[src/rtl/drv_switch_array_if.sv]
// Switch-array bundle: raw pads in, debounced levels and gesture events out.
interface drv_switch_array_if #(
  parameter int unsigned p_channels = 4
);
  logic [p_channels-1:0] i_drv_sw;
  logic [p_channels-1:0] o_press;
  logic [p_channels-1:0] o_click;
  logic [p_channels-1:0] o_release;
  logic [p_channels-1:0] o_edge;
  logic [p_channels-1:0] o_toggle;
  logic [p_channels-1:0] o_long;
  logic [p_channels-1:0] o_hold;
  logic [p_channels-1:0] o_double;

  modport slave (
    input  i_drv_sw,
    output o_press, o_click, o_release, o_edge, o_toggle, o_long, o_hold, o_double
  );

  modport master (
    output i_drv_sw,
    input  o_press, o_click, o_release, o_edge, o_toggle, o_long, o_hold, o_double
  );
endinterface

[src/rtl/drv_switch_array.sv]
// Multi-channel switch driver: sync, debounce, edge/toggle outputs and
// per-channel long-press / double-click gesture FSM.
module drv_switch_array #(
  parameter int unsigned            p_channels    = 4,
  parameter int unsigned            p_scale       = 5,
  parameter logic [p_channels-1:0]  p_pullup_mask = '1,
  parameter int unsigned            p_long        = 50_000_000,
  parameter int unsigned            p_dbl         = 15_000_000
) (
  input  logic                 i_clk,
  input  logic                 i_rst,
  drv_switch_array_if.slave    sw_if
);

  localparam int unsigned DBW  = p_scale;
  localparam int unsigned MAXC = (p_long > p_dbl) ? p_long : p_dbl;
  localparam int unsigned CW   = $clog2(MAXC);
  localparam logic [CW-1:0] LONG_LAST = CW'(p_long - 1);
  localparam logic [CW-1:0] DBL_LAST  = CW'(p_dbl - 1);

  typedef enum logic [2:0] {
    S_IDLE   = 3'd0,
    S_PRESS  = 3'd1,
    S_LONG   = 3'd2,
    S_WAIT   = 3'd3,
    S_DPRESS = 3'd4
  } state_e;

  for (genvar n = 0; n < p_channels; n++) begin : g_ch
    logic           raw_active;
    logic [1:0]     sync_q;
    logic [DBW-1:0] db_cnt_q, db_cnt_d;
    logic           level_q, level_d;
    state_e         state_q, state_d;
    logic [CW-1:0]  cnt_q, cnt_d, cnt_inc;
    logic           rise_c, fall_c, long_c, dbl_c;
    logic           press_q, click_q, release_q, edge_q;
    logic           toggle_q, long_q, hold_q, double_q;

    assign raw_active = sw_if.i_drv_sw[n] ^ p_pullup_mask[n];

    // Synchroniser and debounce registers; level_q is the debounced level one cycle ahead of o_press.
    always_ff @(posedge i_clk or posedge i_rst) begin
      if (i_rst) begin
        sync_q   <= 2'b00;
        db_cnt_q <= '0;
        level_q  <= 1'b0;
      end else begin
        sync_q   <= {sync_q[0], raw_active};
        db_cnt_q <= db_cnt_d;
        level_q  <= level_d;
      end
    end

    always_comb begin
      db_cnt_d = '0;
      level_d  = level_q;
      if (sync_q[1] != level_q) begin
        if (db_cnt_q == '1) level_d = sync_q[1];
        else                db_cnt_d = db_cnt_q + DBW'(1);
      end
    end

    assign rise_c  = level_q & ~press_q;
    assign fall_c  = ~level_q & press_q;
    assign cnt_inc = (&cnt_q) ? cnt_q : cnt_q + CW'(1);

    // Gesture FSM state register
    always_ff @(posedge i_clk or posedge i_rst) begin
      if (i_rst) begin
        state_q <= S_IDLE;
        cnt_q   <= '0;
      end else begin
        state_q <= state_d;
        cnt_q   <= cnt_d;
      end
    end

    // Next state; a click landing on the window's last edge starts a fresh press
    always_comb begin
      state_d = state_q;
      unique case (state_q)
        S_IDLE:   if (rise_c) state_d = S_PRESS;
        S_PRESS: begin
          if (fall_c)                     state_d = S_WAIT;
          else if (cnt_inc == LONG_LAST)  state_d = S_LONG;
        end
        S_LONG:   if (fall_c) state_d = S_IDLE;
        S_WAIT: begin
          if (cnt_inc == DBL_LAST)        state_d = rise_c ? S_PRESS : S_IDLE;
          else if (rise_c)                state_d = S_DPRESS;
        end
        S_DPRESS: begin
          if (fall_c)                     state_d = S_IDLE;
          else if (cnt_inc == LONG_LAST)  state_d = S_LONG;
        end
        default:                          state_d = S_IDLE;
      endcase
      cnt_d = (state_d != state_q) ? '0 : cnt_inc;
    end

    // FSM event decode, registered below alongside the edge pulses
    always_comb begin
      long_c = 1'b0;
      dbl_c  = 1'b0;
      if ((state_q == S_PRESS || state_q == S_DPRESS) && !fall_c && cnt_inc == LONG_LAST)
        long_c = 1'b1;
      if (state_q == S_WAIT && rise_c && cnt_inc != DBL_LAST)
        dbl_c = 1'b1;
    end

    always_ff @(posedge i_clk or posedge i_rst) begin
      if (i_rst) begin
        press_q   <= 1'b0;
        click_q   <= 1'b0;
        release_q <= 1'b0;
        edge_q    <= 1'b0;
        toggle_q  <= 1'b0;
        long_q    <= 1'b0;
        hold_q    <= 1'b0;
        double_q  <= 1'b0;
      end else begin
        press_q   <= level_q;
        click_q   <= rise_c;
        release_q <= fall_c;
        edge_q    <= rise_c | fall_c;
        toggle_q  <= toggle_q ^ rise_c;
        long_q    <= long_c;
        hold_q    <= (state_d == S_LONG);
        double_q  <= dbl_c;
      end
    end

    assign sw_if.o_press[n]   = press_q;
    assign sw_if.o_click[n]   = click_q;
    assign sw_if.o_release[n] = release_q;
    assign sw_if.o_edge[n]    = edge_q;
    assign sw_if.o_toggle[n]  = toggle_q;
    assign sw_if.o_long[n]    = long_q;
    assign sw_if.o_hold[n]    = hold_q;
    assign sw_if.o_double[n]  = double_q;
  end

endmodule

[src/flat_wrapper.sv]
// flat-port wrapper written by rule: the top's interface ports become plain ports
module drv_switch_array_flat 
#(
  parameter int unsigned            p_channels    = 4,
  parameter int unsigned            p_scale       = 5,
  parameter logic [p_channels-1:0]  p_pullup_mask = '1,
  parameter int unsigned            p_long        = 50_000_000,
  parameter int unsigned            p_dbl         = 15_000_000
)
  (i_clk, i_rst, sw_if_i_drv_sw, sw_if_o_press, sw_if_o_click, sw_if_o_release, sw_if_o_edge, sw_if_o_toggle, sw_if_o_long, sw_if_o_hold, sw_if_o_double);
  drv_switch_array_if #(.p_channels(p_channels)) sw_if_i ();
  input  logic i_clk;
  input  logic i_rst;
  input wire logic [$bits(sw_if_i.i_drv_sw)-1:0] sw_if_i_drv_sw;
  output wire logic [$bits(sw_if_i.o_press)-1:0] sw_if_o_press;
  output wire logic [$bits(sw_if_i.o_click)-1:0] sw_if_o_click;
  output wire logic [$bits(sw_if_i.o_release)-1:0] sw_if_o_release;
  output wire logic [$bits(sw_if_i.o_edge)-1:0] sw_if_o_edge;
  output wire logic [$bits(sw_if_i.o_toggle)-1:0] sw_if_o_toggle;
  output wire logic [$bits(sw_if_i.o_long)-1:0] sw_if_o_long;
  output wire logic [$bits(sw_if_i.o_hold)-1:0] sw_if_o_hold;
  output wire logic [$bits(sw_if_i.o_double)-1:0] sw_if_o_double;
  assign sw_if_i.i_drv_sw = sw_if_i_drv_sw;
  assign sw_if_o_press = sw_if_i.o_press;
  assign sw_if_o_click = sw_if_i.o_click;
  assign sw_if_o_release = sw_if_i.o_release;
  assign sw_if_o_edge = sw_if_i.o_edge;
  assign sw_if_o_toggle = sw_if_i.o_toggle;
  assign sw_if_o_long = sw_if_i.o_long;
  assign sw_if_o_hold = sw_if_i.o_hold;
  assign sw_if_o_double = sw_if_i.o_double;
  drv_switch_array #(.p_channels(p_channels), .p_scale(p_scale), .p_pullup_mask(p_pullup_mask), .p_long(p_long), .p_dbl(p_dbl)) u_core (.i_clk(i_clk), .i_rst(i_rst), .sw_if(sw_if_i));
endmodule
[config.mk]
export PLATFORM = sky130hd
export DESIGN_NAME = drv_switch_array_flat
export DESIGN_NICKNAME = d
export VERILOG_FILES = /design/src/rtl/drv_switch_array_if.sv /design/src/rtl/drv_switch_array.sv /design/src/flat_wrapper.sv
export SDC_FILE = /design/constraint.sdc
export NUM_CORES = 1
export LEC_CHECK = 0
export ABC_AREA = 0
export BUFFER_PORTS_ARGS = -buffer_cell sky130_fd_sc_hd__buf_2
export CAP_MARGIN = 5
export CORE_AREA = 2 2 169 171
export CTS_CLUSTER_SIZE = 10
export DETAILED_ROUTE_END_ITERATION = 12
export DIE_AREA = 0 0 171 173
export GPL_TIMING_DRIVEN = 0
export HOLD_SLACK_MARGIN = 0.15
export PLACE_DENSITY = 0.61
export SYNTH_ARGS = -nofsm -noshare
export SYNTH_HDL_FRONTEND = slang
export SYNTH_SLANG_ARGS = --single-unit
[constraint.sdc]
create_clock -name i_clk -period 6.95 [get_ports i_clk]
set_input_delay 1.39 -clock i_clk [delete_from_list [all_inputs] [get_ports i_clk]]
set_output_delay 1.39 -clock i_clk [all_outputs]
set_load 0.05 [all_outputs]
# After elaboration in Yosys (flattened, before gate mapping)
# Index checks and enable logic that the tools add are counted.
dict set report word_totals {
  n_memories 0
  latchBits 0
  output_inout_bits 32
  mem_bits_ro 0
  reg_bits 180
  ram_bits 0
  wordCells 228
  inputBits 6
}
dict set report op_classes {
  mul 0
  n_addsub 8
  n_reduce_logical 36
  shifts 0
  n_eq_ne 44
  div_mod_pow 0
  magnitude_cmp 0
  n_bitwise 28
  n_mux 60
}
# cell count
set op_table {}
lappend op_table {{$mux 26} 8}
lappend op_table {{$add 26x1->26 const B} 4}
lappend op_table {{$eq 26x24->1 const B} 4}
lappend op_table {{$eq 26x26->1 const B} 4}
lappend op_table {{$ne 26x24->1 const B} 4}
lappend op_table {{$reduce_and 26->1} 4}
lappend op_table {{$mux 3} 28}
lappend op_table {{$pmux 3 s5} 4}
lappend op_table {{$mux 5} 8}
lappend op_table {{$eq 3x2->1 const B} 12}
lappend op_table {{$add 5x1->5 const B} 4}
lappend op_table {{$eq 5x5->1 const B} 4}
lappend op_table {{$logic_and 1x1->1} 16}
lappend op_table {{$eq 3x1->1 const B} 4}
lappend op_table {{$eq 3x3->1 const B} 4}
lappend op_table {{$logic_not 3->1} 4}
lappend op_table {{$mux 1} 12}
lappend op_table {{$ne 3x3->1} 4}
lappend op_table {{$not 1->1} 12}
lappend op_table {{$and 1x1->1} 8}
lappend op_table {{$reduce_and 2->1} 4}
lappend op_table {{$logic_not 1->1} 4}
lappend op_table {{$logic_or 1x1->1} 4}
lappend op_table {{$ne 1x1->1} 4}
lappend op_table {{2 further kinds} 8}

# Logic depth before layout (Yosys ltp)
# Gate-level depths: netlist of run 1.
dict set report logic_depth {
  word_depth 8
  depth_mapped 16
  mapped_depth_nobuf 11
}

# Worst setup path after synthesis of run 1
# Ideal clock, no wire load.
dict set report synth_path {
  path_kind {register to register}
  startpoint {reg u_core.g_ch[3].cnt_q[0]}
  endpoint {reg u_core.g_ch[3].cnt_q[19]}
  required_ns 6.879
  path_buffers 4
  synth_period_minus_slack_ns 3.698
  setup_slack_ns 3.252
  setup_ns 0.071
  arrival_time_ns 3.627
  path_stages_with_launch 16
  path_cell_list {dfrtp_1 -> ha_1 -> clkbuf_1 -> nand4_1 -> nor4_4 -> nand3_1 -> mux2i_1 -> nand3_1 -> or4_4 -> or4b_1 -> a31o_1 -> buf_6 -> a21o_1 -> buf_6 -> buf_6 -> nor2_1}
}
dict set report synth_between {
  elab_chain_cells 8
  elab_cells_between_ends 12
  cone_classes {add/sub (1); eq/ne (3); mux (7); reduce/logical (1)}
}
# element line_no
set synth_rtl {}
lappend synth_rtl {{start: declaration} drv_switch_array.sv:35} ;# logic [CW-1:0] cnt_q, cnt_d, cnt_inc;
lappend synth_rtl {{start signal: assignment} drv_switch_array.sv:75} ;# cnt_q <= cnt_d;
lappend synth_rtl {{$add 26x1->26 or $reduce_and 26->1 (tied branches)} drv_switch_array.sv:66} ;# assign cnt_inc = (&cnt_q) ? cnt_q : cnt_q + CW'(1);
lappend synth_rtl {{$mux 26 *} drv_switch_array.sv:66}
lappend synth_rtl {{$eq 26x26->1} {drv_switch_array.sv:86, drv_switch_array.sv:95}}
lappend synth_rtl {{$mux 3} {drv_switch_array.sv:86, drv_switch_array.sv:95}}
lappend synth_rtl {{$mux 3, on equally long branches} {drv_switch_array.sv:94, drv_switch_array.sv:85}}
lappend synth_rtl {{$pmux 3 s5} drv_switch_array.sv:82} ;# unique case (state_q)
lappend synth_rtl {{$ne 3x3->1} drv_switch_array.sv:99} ;# cnt_d = (state_d != state_q) ? '0 : cnt_inc;
lappend synth_rtl {{$mux 26 *} drv_switch_array.sv:99}
lappend synth_rtl {{via u_core.g_ch[3].cnt_d[19]} drv_switch_array.sv:35}
# The timed path passes the listed nets; every way through them passes the cells marked *.
# A chain may end at the register's enable or synchronous reset.

# Worst setup path after layout of run 1
dict set report layout_path {
  startpoint {reg u_core.g_ch[1].cnt_q[6]}
  endpoint {reg u_core.g_ch[1].cnt_q[3]}
}
dict set report layout_between {
  elab_chain_cells 8
  elab_cells_between_ends 12
  cone_classes {add/sub (1); eq/ne (3); mux (7); reduce/logical (1)}
}
# element line_no
set layout_rtl {}
lappend layout_rtl {{start: declaration} drv_switch_array.sv:35}
lappend layout_rtl {{start signal: assignment} drv_switch_array.sv:75}
lappend layout_rtl {{$add 26x1->26 or $reduce_and 26->1 (tied branches)} drv_switch_array.sv:66}
lappend layout_rtl {{$mux 26 *} drv_switch_array.sv:66}
lappend layout_rtl {{$eq 26x26->1} {drv_switch_array.sv:86, drv_switch_array.sv:95}}
lappend layout_rtl {{$mux 3} {drv_switch_array.sv:86, drv_switch_array.sv:95}}
lappend layout_rtl {{$mux 3, on equally long branches} {drv_switch_array.sv:94, drv_switch_array.sv:85}}
lappend layout_rtl {{$pmux 3 s5} drv_switch_array.sv:82}
lappend layout_rtl {{$ne 3x3->1} drv_switch_array.sv:99}
lappend layout_rtl {{$mux 26 *} drv_switch_array.sv:99}
lappend layout_rtl {{via u_core.g_ch[1].cnt_d[3]} drv_switch_array.sv:35}
# Marks and branches as above.

==> results of run 1 <==
## metal layers
metal,wire length (µm),up-vias,GRT usage [%]
met5,0,-,0
met4,265,0,4.449
met3,1146,24,2.792
met2,11130,206,26.38
met1,11730,4321,24.41
li1,-,4427,-
## path summary, 6_finish.rpt
| path | to | start | slack, ps | cells past startpoint |
|---|---|---|---|---|
| min | u_core.g_ch[2].sync_q[1] | u_core.g_ch[2].sync_q[0] | 350 | 0 |
| max in group asynchronous | u_core.g_ch[2].db_cnt_q[3] | i_rst | 5060 | 3 |
| min reg2reg | u_core.g_ch[2].sync_q[1] | u_core.g_ch[2].sync_q[0] | 350 | 0 |
| max reg2reg | u_core.g_ch[1].cnt_q[3] | u_core.g_ch[1].cnt_q[6] | 1970 | 13 |
| max | u_core.g_ch[1].cnt_q[3] | u_core.g_ch[1].cnt_q[6] | 1970 | 13 |
| min in group asynchronous | u_core.g_ch[1].cnt_q[4] | i_rst | 970 | 2 |
## registers in the layout (all words and copies together), names as in the netlist
register and count:
u_core.g_ch.hold_q 4, u_core.g_ch.edge_q 4, u_core.g_ch.long_q 4, u_core.g_ch.sync_q 8
u_core.g_ch.state_q 12, u_core.g_ch.release_q 4, u_core.g_ch.press_q 4, u_core.g_ch.click_q 4
u_core.g_ch.cnt_q 104, u_core.g_ch.toggle_q 4, u_core.g_ch.level_q 4, u_core.g_ch.double_q 4
u_core.g_ch.db_cnt_q 20
## cell usage after synthesis, types with 17 or more instances
master | number | area (µm²)
xor2_1 | 44 | 385.4
buf_4 | 33 | 247.7
and4_1 | 18 | 157.7
and2_1 | 17 | 106.4
a31oi_1 | 18 | 112.6
nand4_1 | 41 | 256.5
nor3_1 | 47 | 235.2
inv_1 | 44 | 165.2
and3_1 | 27 | 168.9
nand2_1 | 96 | 360.4
a21oi_1 | 33 | 165.2
xnor2_1 | 60 | 525.5
nand3_1 | 56 | 280.3
ha_1 | 20 | 250.2
dfrtp_1 | 180 | 4504
nand2b_1 | 23 | 143.9
nor4_1 | 27 | 168.9
o21ai_0 | 40 | 200.2
clkbuf_1 | 41 | 153.9
nor2_1 | 136 | 510.5
## power by group
group | internal, µW | switching, µW | total [µW]
registers | 1050 | 4.98 | 1060
clock network | 476 | 463 | 939
logic | 8.69 | 26.4 | 35.0
## worst max-delay path, cell delays in order (launching register included)
cell and delay (ps):
dfrtp_1 320, clkbuf_1 300, nand4_1 250, or3_1 410
buf_1 230, nor3_1 850, o211ai_1 200, nor4b_1 360
nand3_1 250, nor2_1 300, o21ai_0 110, o211ai_1 680
clkbuf_1 460, nor3_1 120
## per-stage QoR
step | setup slack (ps) | instance area, µm² | TNS [ps] | cells
after global routing | 1454 | 12150 | 0 | 1664
after detailed placement | 1991 | 11590 | 0 | 1632
final | 1970 | 12150 | 0 | 1664
after global placement | -1660 | 11550 | -295000 | 1631
after CTS | 1974 | 12150 | 0 | 1664
after floorplan | 673.0 | 10890 | 0 | 1216
## cell type report
class | count | area share [%]
flip-flops and latches | 180 | 37.06
inverters | 44 | 1.421
well taps | 378 | 3.891
repair buffers | 38 | 1.750
clock inverters | 14 | 1.132
multi-input cells | 901 | 47.04
plain buffers | 91 | 4.180
clock buffers | 18 | 3.531
## kinds of logic (layout without fill, tap and decap cells)
kind of cell	after synthesis	count (layout)	share of synthesized area (%)
AO/OA/AOI/OAI	186	186	11.73
XOR/XNOR	104	104	8.361
adder cells (fa/ha/maj)	20	20	2.297
buffers and inverters	135	205	6.179
flip-flops	180	180	41.35
multiplexers	16	16	1.504
AND/OR/NAND/NOR	575	575	28.59
==> reports/results.ini, run 1 <==
[timing]
hold_slack_ps = 346.8
hold_violations = 0
max-slew-margin-rel_pct = 33.67
finalClockSkew_ps = 14.76
tightest_slew_ps = 987.4
fin_crit_ps = 4980
fin_crit_sh_pct = 71.66
slew_viol_final = 0
fmax_ghz = 0.2008
setup_violations = 0
rsz0062_at_grt = no

[critical_path]
critPathRequiredTime_ps = 7240
cp-end-kind = register
critical_path_class = reg2reg
crit_fanout = 10
worstPathArrival_ps = 5270
crit_path_start_kind = register

[cts]
post_cts_buffers = 0
clockBufferDepth = 2
cts-hold-fix-buffers = 0
cts_tree = done
cts_made_buffers = 17
cts_resized = 0
clk_latency_ps = 440
root_buffer = clkbuf_16
clkSlewWorstSetupHoldPaths_ps = 80
clkSinkCount = 180
htree_levels = 4

[synthesis]
ys_async_sr_fraction_pct = 100.0
yosysUniqueCellTypes = 76
synth_nets = 1242
ys.flop_type = dfrtp_1
synth_area_per_cell_um2 = 8.959
ys_warn_count = 0
ys_ff_latch = 180
syn_inst = 1216
synth_area_mm2 = 0.01089
yosysSeqAreaShare_pct = 41.35
synth_edf_count = 0

[routing]
wl_per_cell_um = 14.58
firstDrtPassIters = 7
via_per_inst = 5.395
num_vias = 8978
drt_iter0_markers = 598
routed_wl_mm = 24.27
drc = 0
drtAntennaViolNets = 0

[final_layout]
multi_input_area_mm2 = 0.005717
ff_latch_area_mm2 = 0.004504
nets = 1299
layout_common_cells = dfrtp_1 (180), nor2_1 (136), nand2_1 (96)
area_delta_synth_final_pct = 11.57
nFillCells = 2739
final_common_cell = dfrtp_1
n_antenna_cell = 0
drive_above_1_share_pct = 11.98
final_util_pct = 43.99

[grt]
antenna_found_initial = 0
first_global_vias = 8440
grt-ovfl-total = 0
grt_pass1_wl_mm = 41.73
grt_util_all_layers_pct = 16.95
grt_max_degree = 122

[pwr]
p_leak_uw = 0.005279
total_power_uw = 2033
power_density_mw_per_mm2 = 167.3
ir_drop_mv = 0.1593

[placement]
hpwl_mm = 17.11
gp_congestion = 0.8941
io_buffer_count = 37

[floorplan]
initial_utilization_pct = 39.43
die_height_um = 173
dieArea_mm2 = 0.02958
num_rows = 61
die_x_um = 171
core_area_mm2 = 0.02763
design.portCount = 38

[min_path]
hold_path.class = reg2reg

[status]
status = completed

[run]
maxCapViolations = 0

Note: power is estimated with default switching activity, not from simulation.
==> run 2: changes to the inputs <==
--- a/config.mk
+++ b/config.mk
@@ -14,7 +14,7 @@
 export DIE_AREA = 0 0 171 173
 export GPL_TIMING_DRIVEN = 0
 export HOLD_SLACK_MARGIN = 0.15
-export PLACE_DENSITY = 0.61
+export PLACE_DENSITY = 0.63
 export SYNTH_ARGS = -nofsm -noshare
 export SYNTH_HDL_FRONTEND = slang
 export SYNTH_SLANG_ARGS = --single-unit
==> constraint.sdc (replaced) <==
create_clock -name i_clk -period 4.4 [get_ports i_clk]
set_input_delay 0.88 -clock i_clk [delete_from_list [all_inputs] [get_ports i_clk]]
set_output_delay 0.88 -clock i_clk [all_outputs]
set_load 0.05 [all_outputs]
==> run 2 against run 1 <==
First-iteration DRC count up 18%. Clock skew is 5.0 ps lower. Final area rose by 2.2%. Worst hold slack better by 2.7 ps. Clock-buffer cell count up 3. Register-to-register slack got worse by 1800 ps. Power grew 63%. Die area unchanged. Routed wire length is 1.8% higher.
==> reports/results.ini, run 2 (synthesis results as in run 1) <==
[pwr]
ir_drop_mv = 0.2705  ; +70%
power_density_mw_per_mm2 = 266.3  ; +59%
p_leak_uw = 0.005437  ; +3.0%

[critical_path]
cp-end-kind = register
path_cells = ha_1 > nand4_1 > nor4_4 > buf_4 > nand3_1 > mux2i_1 > nand3_1 > or4_4 > or4b_1 > a31o_1 > buf_6 > a21o_1 > buf_6 > buf_6 > nor2_1
slowest_delay_ps = 560  ; -290 ps
critPathRequiredTime_ps = 4760  ; -2480 ps
cp_common_cell = buf_6
critical_path_class = reg2reg
slowest_stage = or4_4
crit_path_start_kind = register
crit_fanout = 10  ; unchanged
worstPathArrival_ps = 4540  ; -730 ps

[final_layout]
nets = 1314  ; +1.2%
n_antenna_cell = 0  ; unchanged
largest_register_ffs = 104  ; unchanged
reg.largest.list = u_core.g_ch.cnt_q (104), u_core.g_ch.db_cnt_q (20), u_core.g_ch.state_q (12)
instances_no_fill = 1679  ; +0.90%
drive_above_1_share_pct = 13.99  ; +2.0 points
layout_common_cells = dfrtp_1 (180), nor2_1 (135), nand2_1 (95)
final_common_cell = dfrtp_1
area_delta_synth_final_pct = 14.04
regMostFlops = u_core.g_ch.cnt_q

[cts]
root_buffer = clkbuf_16
clockBufferDepth = 2  ; unchanged
cts_made_buffers = 17  ; unchanged
clkSlewWorstSetupHoldPaths_ps = 70  ; about the same
cts_tree = done
cts-hold-fix-buffers = 0  ; unchanged
clkSinkCount = 180  ; unchanged
htree_levels = 4  ; unchanged
clk_latency_ps = 430  ; about the same

[routing]
via_per_inst = 5.412  ; +0.31%
wl_per_cell_um = 14.71  ; +0.85%
routed_wl_mm = 24.70  ; +1.8%
drtAntennaViolNets = 0  ; unchanged
firstDrtPassIters = 5  ; -2
drt_iter0_markers = 707  ; +18%
num_vias = 9087  ; +1.2%
drc = 0  ; unchanged

[timing]
fin_crit_ps = 4184  ; -795.9 ps
max-slew-margin-rel_pct = 41.07  ; +7.4 points
setup_violations = 0  ; unchanged
slew_viol_final = 0  ; unchanged
hold_violations = 0  ; unchanged
tightest_slew_ps = 875.8  ; -111.5 ps
worst_slack_ps = 215.5  ; -1754 ps
hold_slack_ps = 349.5  ; +2.687 ps
fmax_ghz = 0.2390  ; +19%
finalClockSkew_ps = 9.786  ; -4.970 ps
fin_crit_sh_pct = 95.10  ; +23 points

[grt]
grt_max_degree = 37  ; -70%
antenna_found_initial = 0  ; unchanged
grt_util_all_layers_pct = 16.91  ; -0.044 points
grt_pass1_wl_mm = 41.74  ; about the same
grt-ovfl-total = 0  ; unchanged
first_global_vias = 8428  ; -0.14%

[placement]
io_buffer_count = 37  ; unchanged
pre_cts_slack_ps = -421.6  ; -2413 ps
hpwl_mm = 17.43  ; +1.8%
gp_congestion = 0.8699  ; -2.7%
dp_cells = 1636  ; +0.25%

[floorplan]
die_height_um = 173  ; unchanged
die_x_um = 171  ; unchanged
num_rows = 61  ; unchanged
design.portCount = 38  ; unchanged
core_area_mm2 = 0.02763  ; unchanged
dieArea_mm2 = 0.02958  ; unchanged
initial_utilization_pct = 39.43  ; unchanged

[min_path]
hold_path.class = reg2reg

[run]
maxCapViolations = 0  ; unchanged

[status]
status = completed

## run 2: path summary, 6_finish.rpt
check | start | endpoint | slack [ps] | depth (start not counted)
max in group asynchronous | i_rst | u_core.g_ch[2].cnt_q[20] | 2910 | 5
setup / recovery | u_core.g_ch[3].cnt_q[0] | u_core.g_ch[3].cnt_q[14] | 220 | 15
setup reg to reg | u_core.g_ch[3].cnt_q[0] | u_core.g_ch[3].cnt_q[14] | 220 | 15
min in group asynchronous | i_rst | u_core.g_ch[0].sync_q[1] | 470 | 2
hold / removal | u_core.g_ch[2].sync_q[0] | u_core.g_ch[2].sync_q[1] | 350 | 0
hold reg to reg | u_core.g_ch[2].sync_q[0] | u_core.g_ch[2].sync_q[1] | 350 | 0
## run 2: metal layers
layer | share of wire [%] | GRT usage, % | wire length (µm)
met1 | 48 | 24.24 | 11920
met4 | 1.4 | 4.555 | 355
met2 | 46 | 26.34 | 11270
met3 | 4.7 | 2.838 | 1155
met5 | 0 | 0 | 0
## run 2: layout make-up
cell class | instances | area (µm²)
inverters | 44 | 168.9
clock buffers | 21 | 460.4
repair buffers | 55 | 382.9
clock inverters | 11 | 141.4
multi-input cells | 901 | 5789
flip-flops and latches | 180 | 4504
plain buffers | 89 | 503.0
fillers | 2700 | 15210
well taps | 378 | 473.0
## run 2: per-stage QoR
step	area (µm²)	util (%)	setup TNS, ps	power (µW)
floorplan	10900	-	0	1745
global placement	11560	41.83	-14340	1762
detailed placement	11660	42.19	-8972	1773
CTS	12310	44.57	0	3362
global route	12420	44.96	-203.9	3439
finish	12420	44.96	0	3308
## run 2: critical path, delay by kind of cell (launching register included)
kind | cells | cell delay (ps)
simple gates | 7 | 2120
buf+inv | 4 | 590
flops | 1 | 430
compound gates | 2 | 400
fa+ha+maj | 1 | 330
mux | 1 | 240
## run 2: power breakdown
group / internal (µW) / leakage [µW] / total (µW) / switching (µW)
registers: 1670 / 0.00243 / 1670 / 7.99
clock network: 883 / 0.000289 / 1570 / 688
logic: 20.0 / 0.00272 / 62.9 / 42.9
## run 2: what timing repair did
item | CTS | global route
pin swaps | 2 | 7
endpoints found under the setup margin | 66 | 84
buffers inserted | 5 | 8
endpoints found under the hold margin | 0 | 0
gates resized for setup | 3 | 16
